File: src/rtl/seq_magnitude_compare_if.sv
// ---------------------------------------------------------------------------
// seq_magnitude_compare_if
// Handshake and operand bundle for seq_magnitude_compare.
//   start        master -> slave  request a compare (sampled while busy=0)
//   signed_mode  master -> slave  1 = two's complement, 0 = unsigned
//   A, B         master -> slave  WIDTH-bit operands
//   busy         slave -> master  compare in progress
//   done         slave -> master  one-cycle pulse, result updated
//   eq, lt, gt   slave -> master  registered result, held until next done
// ---------------------------------------------------------------------------
interface seq_magnitude_compare_if #(
  parameter int WIDTH = 16
);
  logic             start;
  logic             signed_mode;
  logic [WIDTH-1:0] A;
  logic [WIDTH-1:0] B;
  logic             busy;
  logic             done;
  logic             eq;
  logic             lt;
  logic             gt;

  modport master (
    output start, signed_mode, A, B,
    input  busy, done, eq, lt, gt
  );

  modport slave (
    input  start, signed_mode, A, B,
    output busy, done, eq, lt, gt
  );
endinterface

File: src/rtl/seq_magnitude_compare.sv
// ---------------------------------------------------------------------------
// seq_magnitude_compare
// Sequential WIDTH-bit magnitude comparator. Compares CHUNK bits per clock,
// most-significant chunk first, and finishes at the first differing chunk.
// Signed compares are turned into unsigned ones by flipping both MSBs when
// the operands are latched.
//
// Ports:
//   clk   input   system clock, rising edge
//   rst   input   asynchronous, active-high reset
//   bus   slave   start/signed_mode/A/B in, busy/done/eq/lt/gt out
//
// state | meaning
// ------+-----------------------------------------------------------
// IDLE  | waiting for start; result outputs hold the last compare
// RUN   | comparing chunk idx; idx counts down from NCHUNK-1 to 0
// ---------------------------------------------------------------------------
module seq_magnitude_compare #(
  parameter int WIDTH = 16,
  parameter int CHUNK = 4
) (
  input  logic                   clk,
  input  logic                   rst,
  seq_magnitude_compare_if.slave bus
);

  localparam int NCHUNK = WIDTH / CHUNK;
  localparam int IDX_W  = (NCHUNK > 1) ? $clog2(NCHUNK) : 1;
  localparam logic [IDX_W-1:0] IDX_TOP = IDX_W'(NCHUNK - 1);
  localparam int unsigned CW = CHUNK;

  typedef enum logic {
    S_IDLE = 1'b0,
    S_RUN  = 1'b1
  } state_t;

  state_t           state_q, state_d;
  logic [WIDTH-1:0] a_q, a_d;
  logic [WIDTH-1:0] b_q, b_d;
  logic [IDX_W-1:0] idx_q, idx_d;
  logic             busy_q, busy_d;
  logic             done_q, done_d;
  logic             eq_q, eq_d;
  logic             lt_q, lt_d;
  logic             gt_q, gt_d;

  logic [CHUNK-1:0] a_chunk;
  logic [CHUNK-1:0] b_chunk;
  logic             chunk_ne;

  // Chunk currently under comparison.
  always_comb begin
    a_chunk  = a_q[32'(idx_q) * CW +: CHUNK];
    b_chunk  = b_q[32'(idx_q) * CW +: CHUNK];
    chunk_ne = (a_chunk != b_chunk);
  end

  // State register
  always_ff @(posedge clk or posedge rst) begin
    if (rst) begin
      state_q <= S_IDLE;
      a_q     <= '0;
      b_q     <= '0;
      idx_q   <= '0;
      busy_q  <= 1'b0;
      done_q  <= 1'b0;
      eq_q    <= 1'b0;
      lt_q    <= 1'b0;
      gt_q    <= 1'b0;
    end else begin
      state_q <= state_d;
      a_q     <= a_d;
      b_q     <= b_d;
      idx_q   <= idx_d;
      busy_q  <= busy_d;
      done_q  <= done_d;
      eq_q    <= eq_d;
      lt_q    <= lt_d;
      gt_q    <= gt_d;
    end
  end

  // Next-state and operand/index datapath
  always_comb begin
    state_d = state_q;
    a_d     = a_q;
    b_d     = b_q;
    idx_d   = idx_q;
    case (state_q)
      S_IDLE: begin
        if (bus.start) begin
          a_d = bus.A;
          b_d = bus.B;
          // Offset binary: flipping both sign bits maps two's-complement
          // order onto unsigned order, so the rest stays unsigned-only.
          if (bus.signed_mode) begin
            a_d[WIDTH-1] = ~bus.A[WIDTH-1];
            b_d[WIDTH-1] = ~bus.B[WIDTH-1];
          end
          idx_d   = IDX_TOP;
          state_d = S_RUN;
        end
      end
      S_RUN: begin
        if (chunk_ne || (idx_q == '0)) begin
          state_d = S_IDLE;
        end else begin
          idx_d = idx_q - 1'b1;
        end
      end
      default: state_d = S_IDLE;
    endcase
  end

  // Registered outputs: next values
  always_comb begin
    busy_d = busy_q;
    done_d = 1'b0;
    eq_d   = eq_q;
    lt_d   = lt_q;
    gt_d   = gt_q;
    case (state_q)
      S_IDLE: begin
        if (bus.start) begin
          busy_d = 1'b1;
        end
      end
      S_RUN: begin
        if (chunk_ne) begin
          eq_d   = 1'b0;
          lt_d   = (a_chunk < b_chunk);
          gt_d   = (a_chunk > b_chunk);
          done_d = 1'b1;
          busy_d = 1'b0;
        end else if (idx_q == '0) begin
          eq_d   = 1'b1;
          lt_d   = 1'b0;
          gt_d   = 1'b0;
          done_d = 1'b1;
          busy_d = 1'b0;
        end
      end
      default: busy_d = 1'b0;
    endcase
  end

  assign bus.busy = busy_q;
  assign bus.done = done_q;
  assign bus.eq   = eq_q;
  assign bus.lt   = lt_q;
  assign bus.gt   = gt_q;

endmodule

File: src/flat_wrapper.sv
// flat-port wrapper written by rule: the top's interface ports become plain ports
module seq_magnitude_compare_flat 
#(
  parameter int WIDTH = 16,
  parameter int CHUNK = 4
)
  (clk, rst, bus_start, bus_signed_mode, bus_A, bus_B, bus_busy, bus_done, bus_eq, bus_lt, bus_gt);
  seq_magnitude_compare_if #(.WIDTH(WIDTH)) bus_i ();
  input  logic clk;
  input  logic rst;
  input wire logic [$bits(bus_i.start)-1:0] bus_start;
  input wire logic [$bits(bus_i.signed_mode)-1:0] bus_signed_mode;
  input wire logic [$bits(bus_i.A)-1:0] bus_A;
  input wire logic [$bits(bus_i.B)-1:0] bus_B;
  output wire logic [$bits(bus_i.busy)-1:0] bus_busy;
  output wire logic [$bits(bus_i.done)-1:0] bus_done;
  output wire logic [$bits(bus_i.eq)-1:0] bus_eq;
  output wire logic [$bits(bus_i.lt)-1:0] bus_lt;
  output wire logic [$bits(bus_i.gt)-1:0] bus_gt;
  assign bus_i.start = bus_start;
  assign bus_i.signed_mode = bus_signed_mode;
  assign bus_i.A = bus_A;
  assign bus_i.B = bus_B;
  assign bus_busy = bus_i.busy;
  assign bus_done = bus_i.done;
  assign bus_eq = bus_i.eq;
  assign bus_lt = bus_i.lt;
  assign bus_gt = bus_i.gt;
  seq_magnitude_compare #(.WIDTH(WIDTH), .CHUNK(CHUNK)) u_core (.clk(clk), .rst(rst), .bus(bus_i));
endmodule
File: config.mk
export PLATFORM = sky130hd
export DESIGN_NAME = seq_magnitude_compare_flat
export DESIGN_NICKNAME = d
export VERILOG_FILES = /design/src/rtl/seq_magnitude_compare_if.sv /design/src/rtl/seq_magnitude_compare.sv /design/src/flat_wrapper.sv
export SDC_FILE = /design/constraint.sdc
export NUM_CORES = 1
export LEC_CHECK = 0
export ABC_AREA = 1
export CAP_MARGIN = 20
export CORE_MARGIN = 2
export CORE_UTILIZATION = 54
export DETAILED_ROUTE_END_ITERATION = 10
export GPL_TIMING_DRIVEN = 0
export PLACE_DENSITY_LB_ADDON = 0.3
export SETUP_SLACK_MARGIN = 0.5
export SLEW_MARGIN = 20
export SYNTH_ARGS = -nofsm -noshare
export SYNTH_HDL_FRONTEND = slang
export SYNTH_SLANG_ARGS = --single-unit
File: constraint.sdc
create_clock -name clk -period 4.4 [get_ports clk]
set_input_delay 0.44 -clock clk [delete_from_list [all_inputs] [get_ports clk]]
set_output_delay 0.44 -clock clk [all_outputs]
set_load 0.05 [all_outputs]
==> out/results.ini, run 1 <==
[clock_network]
post_cts_buffers=0
h-tree-depth=2
numCtsBuffers=5
cts_sinks=40
insertion_delay_ns=0.35
cts_buffer_depth=2
cts_root_buf=clkbuf_4
cts_hold_buffers=0
cts_tree=yes
post_cts_resize_count=0
clkSlewWorstSetupHoldPaths_ns=0.11

[sta]
max_freq_mhz=446
rsz0062_at_grt=false
post-route-period-util=0.509
timing.final.max_slew_violations=0
hold_viol=0
hold_slack_ns=0.394
fin_ws_ns=2.16
fin_setup_tns_ns=0
setup_viol=0
clock_skew_ns=0.00995
min_period_ns=2.24
worst_pin_slew_ns=0.492
slew-limit-headroom=0.671

[synthesis]
yosysTopAreaCell=dfrtp_1
syn_area_per_cell_um2=11.1
yosysSeqAreaShare=0.528
ys_top_cells_by_area=dfrtp_1 53%, mux2_2 17%, o21ai_0 4.7%
synth_warnings=0
syn_area_um2=1900
syn_inst=171
ys_ff_latch=40
synthDominantCellAreaShare=0.528
yosys.cell_types.count=19
syn_nets=212

[drt]
drt_wl_total_mm=4.10
vias_per_cell=5.45
wl_per_cell_um=15.5
drt_iter0_markers=53
via_count=1444
drt_pass1_iterations=4
drtAntennaViolNets=0
drc=0

[worst_setup_path]
cp.arrival_ns=2.49
reg2reg_depth=10
r2r-start=u_core.idx_q[1]
critPathCaptureType=flip-flop
rr_endpoint=u_core.idx_q[1]
startpoint_type=flip-flop
cp_max_fo=10
critPathKind=reg2reg
rrSetupSlack_ns=2.16
crit_required_ns=4.65

[hold_path]
holdCritPathClass=in2async

[floorplan]
die_h_um=63.3
dieArea_um2=4000
io_pins=41
coreArea_um2=3360
initial_core_util=0.564
die_w_um=63.3
rows=21

[global_route]
grt_pass1_wl_mm=7.09
antenna_found_initial=0
grt_pass1_vias=1520
track_usage=0.231
globalRouteOverflowTotal=0
grt_max_degree=23

[pwr]
power_leakage_uw=0.00109
swShare=0.404
pwr_density_cell_nw_per_um2=676
p_sw_uw=669
peakVddDrop_mv=0.327
internal-power_uw=986
seqPwrFrac=0.366
clkPwrFrac=0.126
combPwrFrac=0.507

[layout]
final_core_util=0.728
areaGrowthSynthToFinish_pct=29.0
layout-drive-gt1-share=0.228
fillers=276
regArea_um2=1000
final_area_um2=2450
multiInputGateArea_um2=779
layout.nets=260
antenna_cells=0

[placed_design]
place_congestion=0.787
pre_cts_ws_ns=2.21
placed_cell_area_um2=2380
dp_hpwl_mm=3.04
io_buffers=40

[flow_run]
cap_viol_max_count=0

[status]
outcome=finished clean

flip-flops by register name, summed over array words and instances, names as in the netlist:
name             cells
u_core.bus.busy      1
u_core.bus.gt        1
u_core.idx_q         2
u_core.a_q          16
u_core.b_q          16
u_core.bus.lt        1
u_core.bus.eq        1
u_core.bus.done      1
u_core.state_q       1
worst max-delay path, stage by stage (launching register included):
cell	delay, ns
dfrtp_1	0.39
buf_2	0.18
inv_1	0.24
o21ai_0	0.14
o22a_1	0.20
ha_1	0.30
nand2_1	0.07
nor2_1	0.21
nand3_1	0.22
nand3_1	0.13
nand2_1	0.07
metrics by stage:
stage | std cells | total power (uW)
2_1_floorplan | 171 | 1210
3_3_place_gp | 257 | 1390
3_5_place_dp | 258 | 1450
4_1_cts | 265 | 1660
5_1_grt | 265 | 1790
6_report | 265 | 1650
Yosys cell counts, drive strengths merged:
cell	count
mux2	29
buf	8
nor2	20
xnor2	2
o21ai	18
o22a	3
ha	5
inv	9
o22ai	4
a21oi	4
dfrtp	40
o21bai	1
nand3	4
nand2	24
cell type report:
cell class                      count  share of cell area
Tap cell                           46              0.0235
Inverter                            9              0.0138
Clock buffer                        7              0.0266
Timing Repair Buffer               41               0.175
Multi-Input combinational cell    114               0.319
Buffer                              8              0.0337
Sequential cell                    40               0.409
metal layers:
metal  track usage  share of wire  up-vias
met3        0.0661          0.063        7
met2         0.399           0.53       48
met1         0.270           0.39      719
met4        0.0924          0.015        0
li1              -              -      670
met5             0              0        -
cells in the final DEF (no fill, tap or decap):
cell type	synthesis	routed
buf_6	2	2
buf_12	2	2
a21oi_1	3	3
buf_16	0	1
clkdlybuf4s50_1	0	40
a21oi_2	1	1
o22a_1	3	3
buf_2	4	4
xnor2_1	2	2
mux2_2	29	29
ha_1	5	5
inv_1	8	7
nand2_1	22	22
nand2_4	2	2
o22ai_1	4	4
nand3_1	4	4
clkbuf_8	0	2
o21ai_0	18	18
clkbuf_4	0	5
inv_2	1	2
dfrtp_1	40	40
o21bai_1	1	1
nor2_1	20	20
kinds of logic after synthesis:
family                     after synthesis  synth area share
and+or+nand+nor                         48             0.106
adders and majority gates                5            0.0330
DFF                                     40             0.528
buffers and inverters                   17            0.0613
AOI/OAI and AO/OA                       30            0.0910
xor gates and xnor gates                 2           0.00924
muxes                                   29             0.172
worst max path at each step:
stage / from / end / slack [ns]
6_report: u_core.idx_q[1] / u_core.idx_q[1] / 2.16
5_1_grt: u_core.idx_q[1] / u_core.idx_q[1] / 1.95
4_1_cts: u_core.idx_q[1] / u_core.idx_q[1] / 2.18
3_5_place_dp: u_core.idx_q[1] / u_core.idx_q[1] / 2.21
3_3_place_gp: rst / u_core.b_q[4] / 2.31
2_1_floorplan: u_core.idx_q[1] / u_core.idx_q[0] / 2.62
power groups by stage:
stage / clock, uW / sequential (uW) / combinational (uW)
4_1_cts: 211 / 605 / 842
6_report: 209 / 606 / 840
2_1_floorplan: 0 / 659 / 549
3_5_place_dp: 0 / 612 / 834
3_3_place_gp: 0 / 600 / 793
5_1_grt: 228 / 621 / 939
Power figures use the tool's default switching activity.
==> run 2, diff against run 1 <==
--- a/config.mk
+++ b/config.mk
@@ -8,7 +8,7 @@
 export ABC_AREA = 1
 export CAP_MARGIN = 20
 export CORE_MARGIN = 2
-export CORE_UTILIZATION = 54
+export CORE_UTILIZATION = 50
 export DETAILED_ROUTE_END_ITERATION = 10
 export GPL_TIMING_DRIVEN = 0
 export PLACE_DENSITY_LB_ADDON = 0.3
==> constraint.sdc (replaced) <==
create_clock -name clk -period 2.2 [get_ports clk]
set_input_delay 0.22 -clock clk [delete_from_list [all_inputs] [get_ports clk]]
set_output_delay 0.22 -clock clk [all_outputs]
set_load 0.05 [all_outputs]
==> run 2 against run 1 <==
First-iteration DRC count increased by 49%. Maximum frequency grew 15%. Clock-buffer cell count decreased by 1. Critical path type unchanged. Critical endpoint is now u_core.idx_q[0].
==> out/results.ini, run 2 (synthesis gave the netlist of run 1 again) <==
[status]
outcome=finished clean  ; unchanged

[sta]
slew-limit-headroom=0.664  ; was 0.671
fin_ws_ns=0.247  ; was 2.16 ns
fin_setup_tns_ns=0  ; unchanged
min_period_ns=1.95  ; was 2.24 ns
setup_viol=0  ; unchanged
rsz0062_at_grt=true  ; was false
clock_skew_ns=0.0104  ; was 0.00995 ns
max_freq_mhz=512  ; was 446 MHz
worst_pin_slew_ns=0.503  ; was 0.492 ns
hold_slack_ns=0.246  ; was 0.394 ns
hold_viol=0  ; unchanged
post-route-period-util=0.888  ; was 0.509
timing.final.max_slew_violations=0  ; unchanged

[global_route]
grt_pass1_vias=1446  ; was 1520
grt_util_met1=0.264  ; was 0.270
gr-max-usage-layer=met2  ; unchanged
grt_pass1_wl_mm=6.81  ; was 7.09 mm
antenna_found_initial=0  ; unchanged
use_met2=0.367  ; was 0.399
globalRouteOverflowTotal=0  ; unchanged
grt_max_degree=23  ; unchanged
track_usage=0.215  ; was 0.231
use_met3=0.0514  ; was 0.0661

[clock_network]
clkSlewWorstSetupHoldPaths_ns=0.08  ; was 0.11 ns
h-tree-depth=2  ; unchanged
cts_root_buf=clkbuf_8  ; was clkbuf_4
cts_tree=yes  ; unchanged
insertion_delay_ns=0.30  ; was 0.35 ns
cts_sinks=40  ; unchanged
cts_buffer_depth=2  ; unchanged
numCtsBuffers=5  ; unchanged

[placed_design]
dp_hpwl_mm=2.78  ; was 3.04 mm
io_buffers=40  ; unchanged
place_congestion=0.797  ; was 0.787
pre_cts_ws_ns=0.206  ; was 2.21 ns

[pwr]
internal-power_uw=2450  ; was 986 uW
peakVddDrop_mv=0.729  ; was 0.327 mV
seqPwrFrac=0.298  ; was 0.366
swShare=0.416  ; was 0.404
clkPwrFrac=0.109  ; was 0.126
combPwrFrac=0.593  ; was 0.507
p_sw_uw=1750  ; was 669 uW
power_leakage_uw=0.00122  ; was 0.00109 uW
finalPower_uw=4200  ; was 1650 uW
pwr_density_cell_nw_per_um2=1530  ; was 676 nW/um^2

[layout]
final_cell_mix=40 x dfrtp_1, 37 x clkdlybuf4s50_1, 29 x mux2_2  ; was 40 x clkdlybuf4s50_1, 40 x dfrtp_1, 29 x mux2_2
layout-drive-gt1-share=0.367  ; was 0.228
final_common_cell=dfrtp_1
layout.nets=270  ; was 260
fillers=225  ; was 276
reg_top3=u_core.a_q (16), u_core.b_q (16), u_core.idx_q (2)  ; unchanged
multiInputGateArea_um2=921  ; was 779 um^2
regArea_um2=1000  ; unchanged
antenna_cells=0  ; unchanged
areaGrowthSynthToFinish_pct=45.1  ; was 29.0%

[worst_setup_path]
r2r-start=u_core.idx_q[0]  ; was u_core.idx_q[1]
cp.arrival_ns=2.19  ; was 2.49 ns
setup.worst_path.start=u_core.idx_q[0]  ; was u_core.idx_q[1]
critPathKind=reg2reg  ; unchanged
startpoint_type=flip-flop  ; unchanged
critPathCaptureType=flip-flop  ; unchanged
crit_required_ns=2.44  ; was 4.65 ns
cp_max_fo=6  ; was 10

[drt]
drt_iter0_markers=79  ; was 53
wl_per_cell_um=16.5  ; was 15.5 um
drtAntennaViolNets=0  ; unchanged
vias_per_cell=5.36  ; was 5.45
drc=0  ; unchanged
via_count=1486  ; was 1444
drt_pass1_iterations=4  ; unchanged
drt_wl_total_mm=4.57  ; was 4.10 mm

[flow_run]
cap_viol_max_count=0  ; unchanged

[floorplan]
coreArea_um2=3660  ; was 3360 um^2
initial_core_util=0.518  ; was 0.564
die_w_um=65.6  ; was 63.3 um
io_pins=41  ; unchanged
die_h_um=65.6  ; was 63.3 um
rows=22  ; was 21
dieArea_um2=4300  ; was 4000 um^2

[hold_path]
holdCritPathClass=in2async  ; unchanged

==> run 2: cell count changes in the layout (fill, tap and decap cells not counted), moves of 4 or more <==
cell	change
nor2_2	+4
buf_2	-4
buf_6	+7
o21ai_2	+4
nand2_1	-4
buf_4	+5
clkbuf_4	-5
nor2_1	-5
o21ai_0	-9
==> run 2: cell type report <==
| type | count | area share |
|---|---|---|
| Sequential cell | 40 | 0.364 |
| Clock inverter | 1 | 0.00182 |
| Buffer | 8 | 0.0405 |
| Timing Repair Buffer | 51 | 0.197 |
| Inverter | 9 | 0.0141 |
| Multi-Input combinational cell | 114 | 0.335 |
| Clock buffer | 6 | 0.0264 |
| Tap cell | 48 | 0.0218 |
==> run 2: power groups by stage <==
stage / clock network, uW / logic (uW) / registers, uW
after floorplan: 0 / 1130 / 1320
after global placement: 0 / 1620 / 1200
after detailed placement: 0 / 1690 / 1220
after CTS: 464 / 1990 / 1230
after global routing: 505 / 2690 / 1280
final: 459 / 2490 / 1250
==> run 2: worst paths after layout <==
kind / endpoint / depth (start not counted) / slack (ns)
max: u_core.idx_q[0] / 12 / 0.25
min: u_core.a_q[0] / 2 / 0.25
max reg2reg: u_core.idx_q[0] / 12 / 0.25
min reg2reg: u_core.bus.busy / 2 / 0.48
max in group asynchronous: u_core.b_q[4] / 3 / 1.48
min in group clk: u_core.bus.busy / 2 / 0.48
==> run 2: through the flow <==
stage,util,cell area [um^2],std cells
floorplan,-,1910,171
global placement,0.647,2370,259
detailed placement,0.654,2390,260
CTS,0.704,2580,270
global route,0.752,2750,277
finish,0.752,2750,277
==> run 2: routing by layer <==
| metal | vias up | wire length [um] |
|---|---|---|
| met5 | - | 0 |
| met4 | 0 | 55 |
| met3 | 8 | 240 |
| met2 | 44 | 2360 |
| met1 | 741 | 1910 |
| li1 | 693 | - |
==> run 2: what timing repair did <==
action / in CTS / in global routing
hold buffers: 0 / 0
endpoints found under the hold margin: 0 / 0
setup buffers: 2 / 6
resized for setup: 28 / 28
pin swaps: 9 / 4
gates cloned: 1 / 1
setup endpoints to repair: 8 / 11
==> run 2: critical path, cell delays in order (launching register included) <==
cell	delay, ns
dfrtp_1	0.40
inv_2	0.08
buf_6	0.14
buf_6	0.14
o21ai_2	0.11
o22ai_1	0.09
ha_1	0.30
nand2_2	0.08
nor2_4	0.18
nand3_4	0.12
nand2_4	0.10
nand2_1	0.06
nand2_1	0.08
==> run 3, diff against run 2 <==
--- a/config.mk
+++ b/config.mk
@@ -5,7 +5,7 @@
 export SDC_FILE = /design/constraint.sdc
 export NUM_CORES = 1
 export LEC_CHECK = 0
-export ABC_AREA = 1
+export ABC_AREA = 0
 export CAP_MARGIN = 20
 export CORE_MARGIN = 2
 export CORE_UTILIZATION = 50
@@ -13,7 +13,6 @@
 export GPL_TIMING_DRIVEN = 0
 export PLACE_DENSITY_LB_ADDON = 0.3
 export SETUP_SLACK_MARGIN = 0.5
-export SLEW_MARGIN = 20
 export SYNTH_ARGS = -nofsm -noshare
 export SYNTH_HDL_FRONTEND = slang
 export SYNTH_SLANG_ARGS = --single-unit
==> run 3 against run 2 <==
Via count shrank 18%. Core utilization decreased by 3.3 points. Setup slack worse by 0.18 ns. Final area shrank 5.1%. Register-to-register slack worse by 0.18 ns. Highest routed layer unchanged. Area after synthesis fell by 0.92%.
==> out/results.ini, run 3 <==
[pwr]
p_sw_uw=1130  ; was 1750 uW
internal-power_uw=2190  ; was 2450 uW
swShare=0.339  ; was 0.416
seqPwrFrac=0.351  ; was 0.298
combPwrFrac=0.492  ; was 0.593
peakVddDrop_mv=0.617  ; was 0.729 mV
power_leakage_uw=0.00118  ; was 0.00122 uW
clkPwrFrac=0.157  ; was 0.109
pwr_density_cell_nw_per_um2=1270  ; was 1530 nW/um^2

[worst_setup_path]
critPathCaptureType=flip-flop  ; unchanged
crit_required_ns=2.42  ; was 2.44 ns
critPathKind=reg2reg  ; unchanged
r2r-start=u_core.idx_q[0]  ; unchanged
cp_max_fo=8  ; was 6
setup.worst_path.start=u_core.idx_q[0]  ; unchanged
cp.arrival_ns=2.35  ; was 2.19 ns
startpoint_type=flip-flop  ; unchanged

[drt]
drt_wl_total_mm=3.74  ; was 4.57 mm
drt_pass1_iterations=4  ; unchanged
via_count=1213  ; was 1486
drc=0  ; unchanged
drtAntennaViolNets=0  ; unchanged
drt_iter0_markers=45  ; was 79
vias_per_cell=5.27  ; was 5.36
wl_per_cell_um=16.3  ; was 16.5 um

[floorplan]
die_w_um=65.3  ; was 65.6 um
die_h_um=65.3  ; was 65.6 um
io_pins=41  ; unchanged
initial_core_util=0.517  ; was 0.518
rows=22  ; unchanged
coreArea_um2=3630  ; was 3660 um^2
dieArea_um2=4260  ; was 4300 um^2

[synthesis]
syn_inst=127  ; was 171
synth-main-ff-cell=dfrtp_1  ; unchanged
ys_ff_latch=40  ; unchanged
syn_area_per_cell_um2=14.8  ; was 11.1 um^2
ys_top_cells_by_area=dfrtp_1 53%, mux2_2 11%, mux2_4 9.6%  ; was dfrtp_1 53%, mux2_2 17%, o21ai_0 4.7%
syn_nets=168  ; was 212
yosys.cell_types.count=22  ; was 19
synth.most_common_cell=dfrtp_1  ; unchanged
async_reset_ff_frac=1.00  ; unchanged
yosysSeqAreaShare=0.533  ; was 0.528
synth_common_cells=40 x dfrtp_1, 18 x mux2_2, 12 x mux2_4  ; was 40 x dfrtp_1, 29 x mux2_2, 22 x nand2_1
synth_edf_count=0  ; unchanged
synthDominantCellAreaShare=0.533  ; was 0.528
yosysTopAreaCell=dfrtp_1  ; unchanged
synth_warnings=0  ; unchanged
syn_area_um2=1880  ; was 1900 um^2

[flow_run]
cap_viol_max_count=0  ; unchanged

[global_route]
grt_pass1_vias=1348  ; was 1446
antenna_found_initial=0  ; unchanged
globalRouteOverflowTotal=0  ; unchanged
track_usage=0.205  ; was 0.215
grt_pass1_wl_mm=6.36  ; was 6.81 mm
grt_max_degree=41  ; was 23

[clock_network]
cts_buffer_depth=2  ; unchanged
h-tree-depth=2  ; unchanged
numCtsBuffers=5  ; unchanged
clkSlewWorstSetupHoldPaths_ns=0.07  ; was 0.08 ns
cts_tree=yes  ; unchanged
cts_sinks=40  ; unchanged
insertion_delay_ns=0.29  ; was 0.30 ns
cts_root_buf=clkbuf_8  ; unchanged

[sta]
setup_viol=0  ; unchanged
min_period_ns=2.13  ; was 1.95 ns
rsz0062_at_grt=true  ; unchanged
max_freq_mhz=469  ; was 512 MHz
hold_viol=0  ; unchanged
clock_skew_ns=0.00339  ; was 0.0104 ns
worst_pin_slew_ns=0.828  ; was 0.503 ns
post-route-period-util=0.968  ; was 0.888
timing.final.max_slew_violations=0  ; unchanged
slew-limit-headroom=0.447  ; was 0.664

[status]
outcome=finished clean  ; unchanged

[layout]
final_common_cell=dfrtp_1  ; unchanged
final_core_util=0.719  ; was 0.752
layout.nets=223  ; was 270
final_cell_mix=40 x dfrtp_1, 37 x clkdlybuf4s50_1, 18 x mux2_2  ; was 40 x dfrtp_1, 37 x clkdlybuf4s50_1, 29 x mux2_2
layout-drive-gt1-share=0.412  ; was 0.367
antenna_cells=0  ; unchanged
areaGrowthSynthToFinish_pct=38.9  ; was 45.1%
reg_top3=u_core.a_q (16), u_core.b_q (16), u_core.idx_q (2)  ; unchanged
fillers=254  ; was 225
finalNonFillerCells=230  ; was 277

[hold_path]
holdCritPathClass=in2async  ; unchanged

[placed_design]
place_congestion=0.772  ; was 0.797
io_buffers=40  ; unchanged
dp_hpwl_mm=2.54  ; was 2.78 mm
dp.cells=215  ; was 260

[run 3: cell types whose count changed after synthesis, moves of 3 or more]
cell and change:
o22ai_1 -4, nor2_1 -17, mux4_2 +8, o22a_1 -3, nand3_1 -4, mux2_4 +12, nand2_1 -18, a21oi_1 +4
mux2_2 -11, o21ai_0 -15
[run 3: metal layers]
layer  up-vias  wire (um)  track usage  share of wire
li1        553          -            -              -
met1       616       1570        0.251           0.42
met2        35       1890        0.344           0.50
met3         9        199       0.0479          0.053
met4         0         82       0.0938          0.022
met5         -          0            0              0
[run 3: final timing paths]
| kind | slack (ns) | cells past startpoint | endpoint |
|---|---|---|---|
| worst min register to register | 0.48 | 1 | u_core.bus.busy |
| worst min-delay path | 0.41 | 2 | u_core.b_q[1] |
| worst max register to register | 0.07 | 7 | u_core.idx_q[1] |
| min in group clk | 0.48 | 1 | u_core.bus.busy |
| worst max-delay path | 0.07 | 7 | u_core.idx_q[1] |
| max in group asynchronous | 1.27 | 2 | u_core.a_q[11] |
[run 3: worst max-delay path: stages, from the launching register on]
cell and delay (ns):
dfrtp_1 0.37, buf_6 0.16, mux4_2 0.55, ha_4 0.31
nand2_4 0.07, nor4b_4 0.38, nor3_1 0.10, a21oi_1 0.12
[run 3: per-stage QoR]
step	cell area, um^2	power, uW	setup TNS (ns)	setup WS (ns)	hold slack, ns
after floorplan	1960	2260	0	0.247	0.368
after global placement	2420	2530	0	0.0860	0.463
after detailed placement	2420	2600	0	0.0794	0.478
after CTS	2580	3300	0	0.112	0.428
after global routing	2610	3560	-0.0173	-0.0156	0.473
final	2610	3320	0	0.0699	0.406
[run 3: power groups by stage]
stage	registers, uW	clock network [uW]	logic, uW
3_3_place_gp	1150	0	1380
3_5_place_dp	1170	0	1420
4_1_cts	1170	535	1600
5_1_grt	1200	567	1790
6_report	1160	520	1630
2_1_floorplan	1250	0	1010
[run 3: kinds of logic (layout without fill, tap and decap cells)]
kind of cell    Yosys count  after routing  share of synthesized area
compound gates           13             13                     0.0386
xor+xnor                  2              2                    0.00932
fa+ha+maj                 5              5                     0.0333
buf+inv                  16             71                     0.0493
flops                    40             40                      0.533
mux                      38             38                      0.300
simple gates             13             13                     0.0373
[run 3: cell type report]
type                    instances  area, um^2  area share
flip-flops and latches         40        1000       0.383
multi-input cells              71         886       0.339
repair buffers                 48         472       0.181
clock buffers                   7        96.3      0.0369
well taps                      48        60.1      0.0230
plain buffers                   6        58.8      0.0225
inverters                      10        37.5      0.0144
[run 3: repair_timing]
action | in CTS | in global routing
endpoints found under the setup margin | 8 | 11
pin swaps | 7 | 2
setup buffers | 7 | 1
hold buffers | 0 | 0
gates resized for setup | 5 | 7
